## src/rtl/mem_port_ctrl_pkg.sv

```systemverilog
// Shared types for the memory-port sequencer: FSM state encoding and the
// byte-lane enable patterns driven onto mem_byte_enable.
package mem_port_types;

  typedef enum logic [1:0] {
    IDLE   = 2'd0,
    ACCESS = 2'd1,
    DONE   = 2'd2
  } state_t;

  localparam logic [1:0] BE_WORD = 2'b11;
  localparam logic [1:0] BE_LO   = 2'b01;
  localparam logic [1:0] BE_HI   = 2'b10;

  // Lane enables for an access: words use both lanes, bytes pick the lane
  // addressed by the low address bit.
  function automatic logic [1:0] lane_enable(input logic byte_acc, input logic addr0);
    if (!byte_acc) return BE_WORD;
    return addr0 ? BE_HI : BE_LO;
  endfunction

endpackage

```

## src/rtl/mem_port_ctrl_byte_align.sv

```systemverilog
// byte_align: turns raw memory read data into the value the MDR expects.
// Word loads pass through untouched; byte loads pick the addressed lane and
// zero- or sign-extend it to the full datapath width.
module byte_align #(
  parameter int width = 16
) (
  input  logic [width-1:0] rdata,
  input  logic             addr0,
  input  logic             byte_acc,
  input  logic             sext,
  output logic [width-1:0] aligned
);

  logic [7:0] lane;

  generate
    if (width >= 16) begin : g_two_lanes
      assign lane = addr0 ? rdata[15:8] : rdata[7:0];
    end else begin : g_one_lane
      assign lane = rdata[7:0];
    end
  endgenerate

  // Choose between the raw word and the extended byte lane.
  always_comb begin
    aligned = rdata;
    if (byte_acc) begin
      if (sext) aligned = width'($signed(lane));
      else      aligned = width'(lane);
    end
  end

endmodule

```

## src/rtl/mem_port_ctrl.sv

```systemverilog
// mem_port_ctrl: single-request memory sequencer with a valid/ready front end.
// A request is latched in IDLE, the registered strobe is held through ACCESS
// until mem_resp, and DONE emits a one-cycle rsp_valid with aligned load data.
// Optional build macro MEM_TIMEOUT_EN adds a watchdog that abandons an access
// after TIMEOUT_CYCLES cycles and flags it with rsp_err.
module mem_port_ctrl
  import mem_port_types::*;
#(
  parameter int width          = 16,
  parameter int TIMEOUT_CYCLES = 255
) (
  input  logic             clk,
  input  logic             reset,
  input  logic             req_valid,
  output logic             req_ready,
  input  logic             req_write,
  input  logic             req_byte,
  input  logic             req_sext,
  input  logic [width-1:0] req_addr,
  input  logic [width-1:0] req_wdata,
  output logic             rsp_valid,
  output logic [width-1:0] rsp_rdata,
  output logic             rsp_err,
  output logic [width-1:0] mem_address,
  output logic [width-1:0] mem_wdata,
  output logic             mem_read,
  output logic             mem_write,
  output logic [1:0]       mem_byte_enable,
  input  logic             mem_resp,
  input  logic [width-1:0] mem_rdata
);

  state_t           state_q, state_d;
  logic             write_q, byte_q, sext_q, addr0_q;
  logic             timeout_hit;
  logic [width-1:0] aligned;
  logic [width-1:0] store_data;

  // Byte stores replicate the low byte onto both lanes so either lane enable
  // writes the right value; the cast zero-pads wider datapaths.
  assign store_data = req_byte ? width'({req_wdata[7:0], req_wdata[7:0]}) : req_wdata;

  byte_align #(.width(width)) u_align (
    .rdata    (mem_rdata),
    .addr0    (addr0_q),
    .byte_acc (byte_q),
    .sext     (sext_q),
    .aligned  (aligned)
  );

`ifdef MEM_TIMEOUT_EN
  localparam int CNT_W = $clog2(TIMEOUT_CYCLES + 1);
  logic [CNT_W-1:0] cnt_q;
  logic             err_q;

  // Watchdog: counts cycles spent in ACCESS, cleared whenever outside it.
  always_ff @(posedge clk) begin
    if (reset || state_q != ACCESS) cnt_q <= '0;
    else if (cnt_q != CNT_W'(TIMEOUT_CYCLES)) cnt_q <= cnt_q + 1'b1;
  end

  assign timeout_hit = (state_q == ACCESS) && (cnt_q == CNT_W'(TIMEOUT_CYCLES - 1));

  // Error flag is set only for an abandoned access; a response on the limit cycle wins.
  always_ff @(posedge clk) begin
    if (reset) err_q <= 1'b0;
    else if (state_q == ACCESS) err_q <= timeout_hit && !mem_resp;
    else if (state_q == DONE) err_q <= 1'b0;
  end

  assign rsp_err = err_q;
`else
  assign timeout_hit = 1'b0;
  assign rsp_err     = 1'b0;
`endif

  // State register.
  always_ff @(posedge clk) begin
    if (reset) state_q <= IDLE;
    else       state_q <= state_d;
  end

  // Next-state logic: mem_resp only matters while an access is outstanding.
  always_comb begin
    state_d = state_q;
    unique case (state_q)
      IDLE:    if (req_valid) state_d = ACCESS;
      ACCESS:  if (mem_resp || timeout_hit) state_d = DONE;
      DONE:    state_d = IDLE;
      default: state_d = IDLE;
    endcase
  end

  // Handshake outputs decoded from the current state.
  always_comb begin
    req_ready = (state_q == IDLE);
    rsp_valid = (state_q == DONE);
  end

  // Request capture and memory strobes: everything facing memory is
  // registered so it is stable for the whole ACCESS state.
  always_ff @(posedge clk) begin
    if (reset) begin
      mem_read        <= 1'b0;
      mem_write       <= 1'b0;
      mem_address     <= '0;
      mem_wdata       <= '0;
      mem_byte_enable <= BE_WORD;
      write_q         <= 1'b0;
      byte_q          <= 1'b0;
      sext_q          <= 1'b0;
      addr0_q         <= 1'b0;
    end else if (state_q == IDLE && req_valid) begin
      mem_read        <= !req_write;
      mem_write       <= req_write;
      mem_address     <= {req_addr[width-1:1], 1'b0};
      mem_wdata       <= store_data;
      mem_byte_enable <= lane_enable(req_byte, req_addr[0]);
      write_q         <= req_write;
      byte_q          <= req_byte;
      sext_q          <= req_sext;
      addr0_q         <= req_addr[0];
    end else if (state_q == ACCESS && state_d != ACCESS) begin
      mem_read  <= 1'b0;
      mem_write <= 1'b0;
    end
  end

  // Load data capture on the response cycle; stores leave it untouched.
  always_ff @(posedge clk) begin
    if (reset) rsp_rdata <= '0;
    else if (state_q == ACCESS && mem_resp && !write_q) rsp_rdata <= aligned;
  end

endmodule

```

## config.mk

```make
export PLATFORM = sky130hd
export DESIGN_NAME = mem_port_ctrl
export DESIGN_NICKNAME = d
export VERILOG_FILES = /design/src/rtl/mem_port_ctrl_pkg.sv /design/src/rtl/mem_port_ctrl_byte_align.sv /design/src/rtl/mem_port_ctrl.sv
export SDC_FILE = /design/constraint.sdc
export NUM_CORES = 1
export LEC_CHECK = 0
export BUFFER_PORTS_ARGS = -buffer_cell sky130_fd_sc_hd__buf_2
export CORE_ASPECT_RATIO = 1.1
export CORE_UTILIZATION = 47
export CTS_BUF_LIST = sky130_fd_sc_hd__clkbuf_8
export CTS_CLUSTER_SIZE = 30
export DETAILED_ROUTE_END_ITERATION = 8
export GPL_ROUTABILITY_DRIVEN = 1
export PLACE_DENSITY = 0.86
export SETUP_SLACK_MARGIN = 0.3
export SYNTH_ARGS = -nofsm -noshare
export SYNTH_HDL_FRONTEND = slang
export SYNTH_SLANG_ARGS = --single-unit
```

## constraint.sdc

```tcl
create_clock -name clk -period 1.7 [get_ports clk]
set_input_delay 0.255 -clock clk [delete_from_list [all_inputs] [get_ports clk]]
set_output_delay 0.255 -clock clk [all_outputs]
set_load 0.01 [all_outputs]
```

### After elaboration in Yosys (flattened, before gate mapping)

Cells that the tools add are included.

| word-level totals | value |
|---|---|
| register bits after elaboration | 57 |
| bits of input ports | 55 |
| output and inout port bits | 55 |
| logic and storage cells | 38 |

| cells by class | value |
|---|---|
| equality and inequality tests | 3 |
| mux-type cells | 16 |
| reduce and logical (&&, ||, !) cells | 8 |

Operator list:

| cell | count |
|---|---|
| $mux W16 | 3 |
| $mux W2 | 5 |
| $mux W8 | 1 |
| $mux W1 | 6 |
| $logic_and A1 B1 Y1 | 4 |
| $pmux W2 S2 | 1 |
| $eq A2 B1 Y1 const B | 1 |
| $eq A2 B2 Y1 const B | 1 |
| $logic_not A1 Y1 | 2 |
| $logic_not A2 Y1 | 1 |
| $ne A2 B1 Y1 const B | 1 |
| $reduce_bool A2 Y1 | 1 |

### Longest topological paths before layout

| logic depth | value |
|---|---|
| word-level depth | 6 |
| gate-level depth with buffers | 5 |
| depth with buffers taken out | 3 |

### Modules after synthesis

From an unflattened synthesis, not the netlist that was laid out.

| second synthesis, totals | value |
|---|---|
| cells, all modules | 286 |
| area total of the unflattened synthesis | 2371.0 µm² |

Modules (own cells, without submodules):

| module | instances | cells an instance | area each (µm²) | seq. area each (µm²) |
|---|---|---|---|---|
| mem_port_ctrl | 1 | 256 | 2148.3 | 1141.1 |
| byte_align | 1 | 30 | 222.7 | 0.0 |

### Worst setup path after synthesis

No wires, ideal clock.

| path | value |
|---|---|
| path kind | flip-flop to flip-flop |
| from | register addr0_q |
| to | register rsp_rdata[10] |
| setup time | 0.141 ns |
| arrival time | 1.170 ns |
| required time | 1.559 ns |
| setup slack | 0.389 ns |
| cell stages (with the launch flop) | 4 |
| path buffers | 0 |
| period minus slack after synthesis | 1.311 ns |
| path through | dfxtp_1 mux2_2 a311oi_4 a211oi_1 |

| on the way | value |
|---|---|
| word-level cells in the longest chain between the ends | 3 |

Ends and longest elaborated chain:

| what | RTL line | source |
|---|---|---|
| from (decl) | mem_port_ctrl.sv:34 | `logic write_q, byte_q, sext_q, addr0_q;` |
| from (signal assigned) | mem_port_ctrl.sv:122 | `addr0_q <= req_addr[0];` |
| $mux W8 | mem_port_ctrl_byte_align.sv:18 | `assign lane = addr0 ? rdata[15:8] : rdata[7:0];` |
| $mux W16 | mem_port_ctrl_byte_align.sv:28 | `if (sext) aligned = width'($signed(lane));` |
| $mux W16 | mem_port_ctrl_byte_align.sv:27 | `if (byte_acc) begin` |
| to (signal assigned) | mem_port_ctrl.sv:132 | `else if (state_q == ACCESS && mem_resp && !write_q) rsp_rdata <= aligned;` |
| to (decl) | mem_port_ctrl.sv:22 | `output logic [width-1:0] rsp_rdata,` |

Every way passes these cells.
A chain may end at the register's enable or synchronous reset.

### Worst setup path in the final report

| path | value |
|---|---|
| from | register state_q[1] |
| to | register rsp_rdata[3] |

| on the way | value |
|---|---|
| word-level cells in the longest chain between the ends | 3 |

Ends and longest elaborated chain:

| what | RTL line | source |
|---|---|---|
| from (decl) | mem_port_ctrl.sv:33 | `state_t state_q, state_d;` |
| from (signal assigned) | mem_port_ctrl.sv:80 | `else state_q <= state_d;` |
| $eq A2 B1 Y1 | mem_port_ctrl.sv:132 |  |
| $logic_and A1 B1 Y1 (2 in series) | mem_port_ctrl.sv:132 |  |

Every way passes these cells.

==> impl_metrics.yaml <==
job:
  maxCapViolCount: 0
cts:
  cts_buffers: 9
  cts_root_buffer: "clkbuf_8"
  cts_sinks: 57
  clk_latency_ns: 0.32
  clkTransAtPathRegs_ns: 0.06
  cts_tree: "yes"
  clock_path_buffers: 2
  h-tree-depth: 3
  cts_hold_buf: 0
sta:
  max_slew_margin_pct: 61.7
  final.setup.worst_slack_ns: 0.224
  drv_slew: 0
  fin_worst_skew_ns: 0.00644
  setup_viol: 0
  finalHoldViolations: 0
  min_period_ns: 1.48
  hold_slack_ns: 0.165
  min_period_over_period_pct: 86.9
  max_freq_mhz: 677
  tightestPinTransition_ns: 0.575
  tns_ns: 0
  rsz0062_at_grt: "yes"
hold_path:
  hold_start: "req_addr[6]"
  worstHoldEndpoint: "mem_address[6]"
  hold_depth: 3
  hp-class: "in -> reg"
global_route:
  grt_overflow: 0
  grt_max_degree: 48
  grt_pass1_wl_microns: 8050
  first_global_vias: 1804
  grt_use_total_pct: 21.2
  antenna_found_initial: 0
layout:
  layout.cells.non_filler: 437
  utilization_pct: 68.5
  nets: 431
  antenna_cells: 0
  nFillCells: 375
  multi_input_area_sq_mm: 0.00104
  drive_gt1_share_pct: 39.4
  area_delta_synth_final_pct: 39.6
  seq_area_sq_mm: 0.00114
  final_area_sq_mm: 0.00319
setup_path:
  cp_slowest_cell: "dfxtp_2"
  end_kind: "flop"
  cpMostUsedCell: "buf_6"
  cpPeakStageDelay_ns: 0.33
  r2r_end: "rsp_rdata[3]"
  crit_family: "buffers and inverters"
  critPathLaunchType: "flop"
  reg2reg_slack_ns: 0.22
  r2r_cells: 6
  r2r-start: "state_q[1]"
  worstPathBufferInverterCount: 3
  cp_data_required_time_ns: 1.90
  crit_type: "reg -> reg"
  path_max_fanout: 6
  worstPathCellList: "buf_6 -> nor4bb_4 -> buf_4 -> buf_6 -> nor2_1 -> a311oi_1"
  worstPathArrival_ns: 1.68
synthesis:
  syn_area_sq_mm: 0.00228
  synthTopCellsByCount: "nand2_1, dfxtp_1, a21oi_1"
  yosysUniqueCellTypes: 26
  ys_seq_area_share_pct: 50.0
  synth_edf_count: 0
  synth_area_per_cell_sq_um: 8.58
  yosysMostFrequentCell: "nand2_1"
  ys.flop_type: "dfxtp_1"
  yosysTopAreaCell: "dfxtp_1"
  ys_seq_elements: 57
  yosysWarnings: 0
  synth_area_leaders: "dfxtp_1, nand2_1, a21oi_1"
  synthCells: 266
  ys_async_sr_fraction_pct: 0
  synth_top_area_share_pct: 50.0
placed_design:
  numPlacedInstances: 416
  place.port_buffers: 107
  dp_slack_ns: 0.152
  dpl_cell_area_sq_mm: 0.00289
  place.gp.congestion: 0.737
  hpwl_microns: 3820
pwr:
  p_total_mw: 3.38
  leakagePower_nw: 1.50
  power_density_mw_per_mm2: 1060
  ir_drop_mv: 0.911
die:
  dieArea_sq_mm: 0.00514
  die_w_microns: 68.4
  die_h_microns: 75.1
  pin_count: 110
  core-area_sq_mm: 0.00465
  initial_utilization_pct: 49.1
  fp-row-count: 26
route:
  wl_per_cell_microns: 12.9
  dr.pass1.iters: 6
  vias_per_cell: 5.07
  antenna_left: 0
  wirelength_microns: 5630
  vias: 2214
  drc: 0
  initialDrtViolationCount: 110
run_status:
  status: "complete, no violations"
report_power, final:
group / total [mW] / switching (mW) / internal, mW
logic: 0.496 / 0.268 / 0.229
clock network: 1.41 / 0.514 / 0.900
registers: 1.47 / 0.0501 / 1.42
cells by family after synthesis:
group	after synthesis	synth area share, %
AND/OR/NAND/NOR	118	22.3
flip-flops	57	50.0
AO/OA/AOI/OAI	56	17.6
buffers and inverters	24	5.54
multiplexers	10	4.44
other	1	0.164
how the worst max path moves through the flow:
stage	from	cells past startpoint	endpoint	slack, ns
after CTS	state_q[1]	5	rsp_rdata[0]	0.29
final	state_q[1]	6	rsp_rdata[3]	0.22
after global routing	state_q[1]	6	rsp_rdata[3]	0.17
after global placement	state_q[0]	4	write_q	0.16
after floorplan	addr0_q	3	rsp_rdata[10]	0.39
after detailed placement	state_q[0]	4	write_q	0.15
final cells by class:
class                           instances  area share [%]
Tap cell                               56            2.20
Clock inverter                          5            2.44
Clock buffer                           11            4.75
Multi-Input combinational cell        186            32.8
Inverter                                1           0.118
Sequential cell                        57            35.9
Timing Repair Buffer                  121            21.8
metal layers:
layer | GRT usage [%] | vias to the layer above | share of wire [%]
met2 | 37.4 | 82 | 53
li1 | - | 1120 | -
met1 | 23.2 | 1004 | 39
met4 | 9.03 | 0 | 1.4
met3 | 6.36 | 8 | 6.5
met5 | 0 | - | 0
state kept, by name (all words and copies together), names as in the netlist:
signal           flops
mem_wdata           16
rsp_rdata           16
mem_address         15
mem_byte_enable      2
state_q              2
addr0_q              1
byte_q               1
mem_read             1
mem_write            1
sext_q               1
write_q              1
cell usage in the layout (no fill, tap or decap), types with 2 or more instances in the layout:
cell,netlist,final
nand2b_1,9,9
dfxtp_1,57,54
dfxtp_2,0,3
buf_4,3,5
o21bai_1,2,2
conb_1,1,2
clkbuf_8,0,11
a211oi_1,16,16
clkinv_2,0,2
a311oi_2,4,4
nand2_1,63,63
a311oi_1,4,4
a21oi_1,29,29
nand3_1,10,10
bufinv_16,0,2
buf_6,2,5
nor2_1,28,27
buf_12,0,3
mux2i_1,9,9
buf_2,8,108
worst register-to-register path, stage by stage, from the launching register on:
cell and delay, ns:
dfxtp_2 0.33, buf_6 0.13, nor4bb_4 0.26, buf_4 0.18, buf_6 0.12, nor2_1 0.06, a311oi_1 0.28
repair_timing:
item	CTS	global route
pin swaps	1	7
buffers inserted	1	1
cloned	0	3
setup endpoints to repair	41	22
gates resized for setup	2	12
(Power assumes the default switching activity.)
